[src/rtl/cpu_pkg.sv]
// Shared definitions for the accumulator CPU: opcodes, ALU operation codes
// and the controller state encoding.
package cpu_pkg;

  localparam logic [3:0] OP_NOP = 4'h0;
  localparam logic [3:0] OP_LDA = 4'h1;
  localparam logic [3:0] OP_STA = 4'h2;
  localparam logic [3:0] OP_ADD = 4'h3;
  localparam logic [3:0] OP_SUB = 4'h4;
  localparam logic [3:0] OP_AND = 4'h5;
  localparam logic [3:0] OP_OR  = 4'h6;
  localparam logic [3:0] OP_NOT = 4'h7;
  localparam logic [3:0] OP_JMP = 4'h8;
  localparam logic [3:0] OP_JZ  = 4'h9;
  localparam logic [3:0] OP_INC = 4'hA;
  localparam logic [3:0] OP_HLT = 4'hF;

  localparam logic [2:0] ALU_PASS = 3'b000;
  localparam logic [2:0] ALU_ADD  = 3'b001;
  localparam logic [2:0] ALU_SUB  = 3'b010;
  localparam logic [2:0] ALU_AND  = 3'b011;
  localparam logic [2:0] ALU_OR   = 3'b100;
  localparam logic [2:0] ALU_NOT  = 3'b101;
  localparam logic [2:0] ALU_INC  = 3'b110;

  typedef enum logic [2:0] {
    S_F0   = 3'd0,
    S_F1   = 3'd1,
    S_DEC  = 3'd2,
    S_A0   = 3'd3,
    S_A1   = 3'd4,
    S_EX   = 3'd5,
    S_HALT = 3'd6
  } state_e;

  // Opcodes that carry a second (address) byte.
  function automatic logic has_operand(input logic [3:0] op);
    return (op >= OP_LDA && op <= OP_OR) || op == OP_JMP || op == OP_JZ;
  endfunction

endpackage

[src/rtl/controller.sv]
// Moore control FSM for the accumulator CPU: fetch, decode, operand fetch
// and execute, with strobes decoded from the state and the IR opcode.
module controller
  import cpu_pkg::*;
(
  input  logic       clk,
  input  logic       rst,
  input  logic [7:0] IR,
  input  logic       Z,
  output logic       PCinc,
  output logic       PCload,
  output logic       MARload,
  output logic       MARsel,
  output logic       Mread,
  output logic       Mwrite,
  output logic       IRload,
  output logic       ACload,
  output logic [2:0] ALUop,
  output logic       halt
);

  state_e     state_q, state_d;
  logic [3:0] op;

  assign op = IR[7:4];

  always_ff @(posedge clk or negedge rst) begin
    if (!rst) state_q <= S_F0;
    else      state_q <= state_d;
  end

  always_comb begin
    state_d = state_q;
    PCinc   = 1'b0;
    PCload  = 1'b0;
    MARload = 1'b0;
    MARsel  = 1'b0;
    Mread   = 1'b0;
    Mwrite  = 1'b0;
    IRload  = 1'b0;
    ACload  = 1'b0;
    ALUop   = ALU_PASS;
    halt    = 1'b0;

    case (state_q)
      S_F0: begin
        MARload = 1'b1;
        state_d = S_F1;
      end
      S_F1: begin
        Mread   = 1'b1;
        IRload  = 1'b1;
        PCinc   = 1'b1;
        state_d = S_DEC;
      end
      S_DEC: begin
        state_d = S_F0;
        if (op == OP_NOT) begin
          ACload = 1'b1;
          ALUop  = ALU_NOT;
        end else if (op == OP_INC) begin
          ACload = 1'b1;
          ALUop  = ALU_INC;
        end else if (op == OP_HLT) begin
          state_d = S_HALT;
        end else if (has_operand(op)) begin
          state_d = S_A0;
        end
      end
      S_A0: begin
        MARload = 1'b1;
        state_d = S_A1;
      end
      S_A1: begin
        Mread   = 1'b1;
        state_d = S_F0;
        if (op == OP_JMP) begin
          PCload = 1'b1;
        end else if (op == OP_JZ) begin
          PCload = Z;
          PCinc  = ~Z;
        end else begin
          // Operand byte becomes the data address for the execute cycle.
          MARload = 1'b1;
          MARsel  = 1'b1;
          PCinc   = 1'b1;
          state_d = S_EX;
        end
      end
      S_EX: begin
        state_d = S_F0;
        if (op == OP_STA) begin
          Mwrite = 1'b1;
        end else begin
          Mread  = 1'b1;
          ACload = 1'b1;
          case (op)
            OP_ADD:  ALUop = ALU_ADD;
            OP_SUB:  ALUop = ALU_SUB;
            OP_AND:  ALUop = ALU_AND;
            OP_OR:   ALUop = ALU_OR;
            default: ALUop = ALU_PASS;
          endcase
        end
      end
      S_HALT: begin
        halt = 1'b1;
      end
      default: state_d = S_F0;
    endcase

    // Reset silences every output at once, not just at the next edge.
    if (!rst) begin
      state_d = S_F0;
      PCinc   = 1'b0;
      PCload  = 1'b0;
      MARload = 1'b0;
      MARsel  = 1'b0;
      Mread   = 1'b0;
      Mwrite  = 1'b0;
      IRload  = 1'b0;
      ACload  = 1'b0;
      ALUop   = ALU_PASS;
      halt    = 1'b0;
    end
  end

endmodule

[config.mk]
export PLATFORM = sky130hd
export DESIGN_NAME = controller
export DESIGN_NICKNAME = d
export VERILOG_FILES = /design/src/rtl/cpu_pkg.sv /design/src/rtl/controller.sv
export SDC_FILE = /design/constraint.sdc
export NUM_CORES = 1
export LEC_CHECK = 0
export CORE_MARGIN = 2
export CORE_UTILIZATION = 35
export CTS_BUF_LIST = sky130_fd_sc_hd__clkbuf_8 sky130_fd_sc_hd__clkbuf_16
export DETAILED_ROUTE_END_ITERATION = 7
export PLACE_DENSITY_LB_ADDON = 0.08
export SYNTH_ARGS = -nofsm -noshare
export SYNTH_HDL_FRONTEND = slang
export SYNTH_SLANG_ARGS = --single-unit
[constraint.sdc]
create_clock -name clk -period 1.5 [get_ports clk]
set_clock_uncertainty 0.15 [all_clocks]
set_input_delay 0.225 -clock clk [delete_from_list [all_inputs] [get_ports clk]]
set_output_delay 0.225 -clock clk [all_outputs]
set_load 0.01 [all_outputs]
**Yosys cells after proc, flatten, opt, wreduce, memory -nomap -nowiden**

Cells that the tools add are included.

- Order comparisons: 2
- Eq/ne operators: 17
- Muxes and demuxes: 42
- Bitwise logic cells: 1
- Reductions and logical operators: 6

Operator list:

| operator | number |
|---|---|
| $mux W3 | 10 |
| $mux W1 | 24 |
| $pmux W3 S6 | 1 |
| $eq A4 B3 Y1 const B | 4 |
| $eq A4 B4 Y1 const B | 4 |
| $pmux W3 S4 | 1 |
| $eq A3 B3 Y1 const B | 3 |
| $eq A4 B2 Y1 const B | 2 |
| $pmux W1 S2 | 4 |
| $eq A3 B2 Y1 const B | 2 |
| $pmux W3 S2 | 1 |
| $ge A4 B1 Y1 const B | 1 |
| $le A4 B3 Y1 const B | 1 |
| $reduce_or A2 Y1 | 2 |
| $eq A3 B1 Y1 const B | 1 |
| $logic_not A3 Y1 | 1 |
| $logic_or A1 B1 Y1 | 2 |
| $mux W2 | 1 |
| $ne A2 B2 Y1 const B | 1 |
| $logic_and A1 B1 Y1 | 1 |
| $not A1 Y1 | 1 |

- Bits in registers: 3
- Input bits: 11
- Output and inout port bits: 12
- Logic and storage cells: 69

**Logic depth before layout (Yosys ltp)**

- Depth after elaboration: 10
- Gate-level depth with buffers: 4
- Mapped depth without buffers: 3

**Least setup slack after synthesis**

OpenSTA, ideal clock, no wires.

- Kind: register to output
- From: register state_q[0]
- To: output ACload
- Data arrival time: 1.145 ns
- Data required time: 1.125 ns
- Path slack: -0.020 ns
- Cell stages (with the launch flop): 5
- Cells stage by stage: dfrtp_1 -> buf_2 -> nor3b_2 -> o211ai_1 -> a21oi_1

- Cells in the longest elaborated chain, start to end: 3
- Elaborated cells on any way between the ends: 4
- Those cells by class: eq/ne: 2; mux: 2

Ends and longest elaborated chain:

| item | line | RTL |
|---|---|---|
| start, declared | controller.sv:22 | `state_e state_q, state_d;` |
| start signal, assigned | controller.sv:29 | `else state_q <= state_d;` |
| $eq A3 B3 Y1 or $eq A3 B2 Y1 (tied branches) | controller.sv:45 | `case (state_q)` |
| $pmux W1 S2 * | controller.sv:45 |  |
| $mux W1 * | controller.sv:113 | `if (!rst) begin` |
| end, declared | controller.sv:17 | `output logic ACload,` |

Mark *: on every way between the ends. The rest lies on a longest branch, timed or not.

**Worst setup path after layout**

Ends and elaborated chain as after synthesis.

==> results.tsv <==
metric	value	unit
clk_latency	0.22	ns
ys_types	33	
synth.top_cell.area_share	14.1	%
syn2layout_area_growth	89.7	%
setup_viol	12	
antenna_left	0	
yosysWarningCount	0	
num_rows	14	
dieArea	0.00185	mm2
start_kind	register	
pre_cts_ws	-0.888	ns
synthArstFlopShare	100	%
cts_tree	yes	
powerDensity	783	mW/mm2
max_clock_freq	0.570	GHz
grt_pass1_wl	3130	um
tightest_slew	0.289	ns
vias	739	
first_global_vias	680	
vias_per_cell	5.39	
grt_use_total	22.2	%
cts_htree_levels	1	
largest_reg_flops	3	
num-nets-final	133	
drive_above_1_share	62.8	%
cts_sinks	3	
synth_cells	76	
reg2reg_depth	5	
die_w	43.0	um
hold_path_class	in -> async	
period_needed	1.76	ns
dp_hpwl	1260	um
syn-num-nets	87	
placed_cell_area	866	um2
p_leak	0.482	nW
cp.arrival	1.38	ns
yosys_register_bits	3	
fp.dieH	43.0	um
final_cell_area	0.00101	mm2
maxCapViolations	0	
maxSlewHeadroom	80.7	%
cp.required	1.12	ns
top_regs	state_q (3)	
synth-main-ff-cell	dfrtp_1	
wl_per_cell	14.2	um
synth_top_cells_by_area	dfrtp_1, nor2b_1, a21oi_1, nor2_1, nand2_1	
drc	0	
syn_area	533	um2
finish.utilization	68.7	%
port_buffers	18	
mostFrequentLayoutCells	buf_4, buf_2, nor2_1, buf_6, nand2_1	
cts-root-buf	clkbuf_8	
clock_path_buffers	2	
setup_ws	-0.255	ns
core	0.00147	mm2
syn_avg_cell_area	7.01	um2
rsz0062_at_grt	true	
yosys.area.top_type	dfrtp_1	
synth-edff-count	0	
vdd_drop_max	485	uV
final_common_cell	buf_4	
seq_area_frac_synth	14.1	%
slew_violations	0	
finalHoldViolations	0	
end_kind	output pin	
gp_congestion	0.788	
grt_max_degree	14	
hold_ws	0.225	ns
antenna_found_initial	0	
regMostFlops	state_q	
crit_fanout	7	
ios	23	
firstDrtPassIters	4	
overflow	0	
drt_iter0_drc	15	
crit_type	reg -> out	
clk_pin_slew	0.04	ns
status	finished, violations left	
violations	negative setup slack	
timing.final.crit_share	117	%
diodes	0	
totalWireLength	1940	um
numCtsBuffers	3	
start_util	36.2	%
fillers	129	
## repair_timing
action | in CTS | in global routing
setup endpoints to repair | 14 | 13
pin swaps | 16 | 6
resized for setup | 90 | 8
hold buffers | 0 | 0
setup buffers | 4 | 6
## cell type report
| class | count | area [um2] | share of cell area, % |
|---|---|---|---|
| clock inverter | 1 | 3.75 | 0.371 |
| sequential | 3 | 78.8 | 7.80 |
| tap | 16 | 20.0 | 1.98 |
| inverter | 2 | 7.51 | 0.743 |
| timing repair buffer | 49 | 358 | 35.4 |
| multi-input combinational | 63 | 502 | 49.6 |
| clock buffer | 3 | 41.3 | 4.08 |
## worst max-delay path, cell delays in order (launching register included)
cell and delay, ns:
dfrtp_2 0.45, nor3b_2 0.18, buf_4 0.16, o211ai_1 0.11, a21oi_2 0.12, buf_2 0.13
## report_power, final
part | internal [mW] | total (mW) | switching (mW)
Combinational | 0.234 | 0.427 | 0.193
Clock | 0.175 | 0.239 | 0.0634
Sequential | 0.0974 | 0.126 | 0.0291
## Yosys cell counts, types with 2 or more instances
| cell type | instances |
|---|---|
| nor2_1 | 9 |
| inv_1 | 2 |
| o211ai_1 | 2 |
| nand2b_1 | 2 |
| nor3b_2 | 2 |
| nand4_1 | 2 |
| clkbuf_1 | 2 |
| o21ai_1 | 3 |
| nand2_1 | 7 |
| dfrtp_1 | 3 |
| buf_2 | 5 |
| nor3_1 | 4 |
| nor2b_1 | 6 |
| o21a_1 | 2 |
| a21oi_1 | 7 |
## final timing paths
kind / start / to / slack [ns]
max: state_q[0] / ACload / -0.26
min: rst / state_q[0] / 0.23
max reg2reg: state_q[1] / state_q[0] / 0
min reg2reg: state_q[1] / state_q[2] / 0.47
max in group asynchronous: rst / state_q[1] / 0.86
min in group clk: IR[5] / state_q[2] / 0.33
## layer usage
metal / part of all wire, % / up-vias / routed length, um / GRT usage (%)
met3: 5.2 / 0 / 100 / 5.53
met2: 54 / 29 / 1040 / 38.5
met5: 0 / - / 0 / 0
met4: 0 / 0 / 0 / 4.85
met1: 41 / 342 / 797 / 27.6
li1: - / 368 / - / -
## per-stage QoR
step / TNS [ns] / instances / total power [mW]
after floorplan: 0 / 76 / 0.284
after global placement: -10.21 / 125 / 0.441
after detailed placement: -10.36 / 125 / 0.441
after CTS: -2.04 / 132 / 0.735
after global routing: -3.17 / 137 / 0.839
final: -2.35 / 137 / 0.792
## logic make-up after synthesis
| group | Yosys count | synth area share [%] |
|---|---|---|
| AOI/OAI and AO/OA | 19 | 24.9 |
| buffers and inverters | 10 | 9.62 |
| DFF | 3 | 14.1 |
| muxes | 1 | 1.88 |
| and+or+nand+nor | 43 | 49.5 |
No activity file was read; power rests on OpenSTA's default activity.
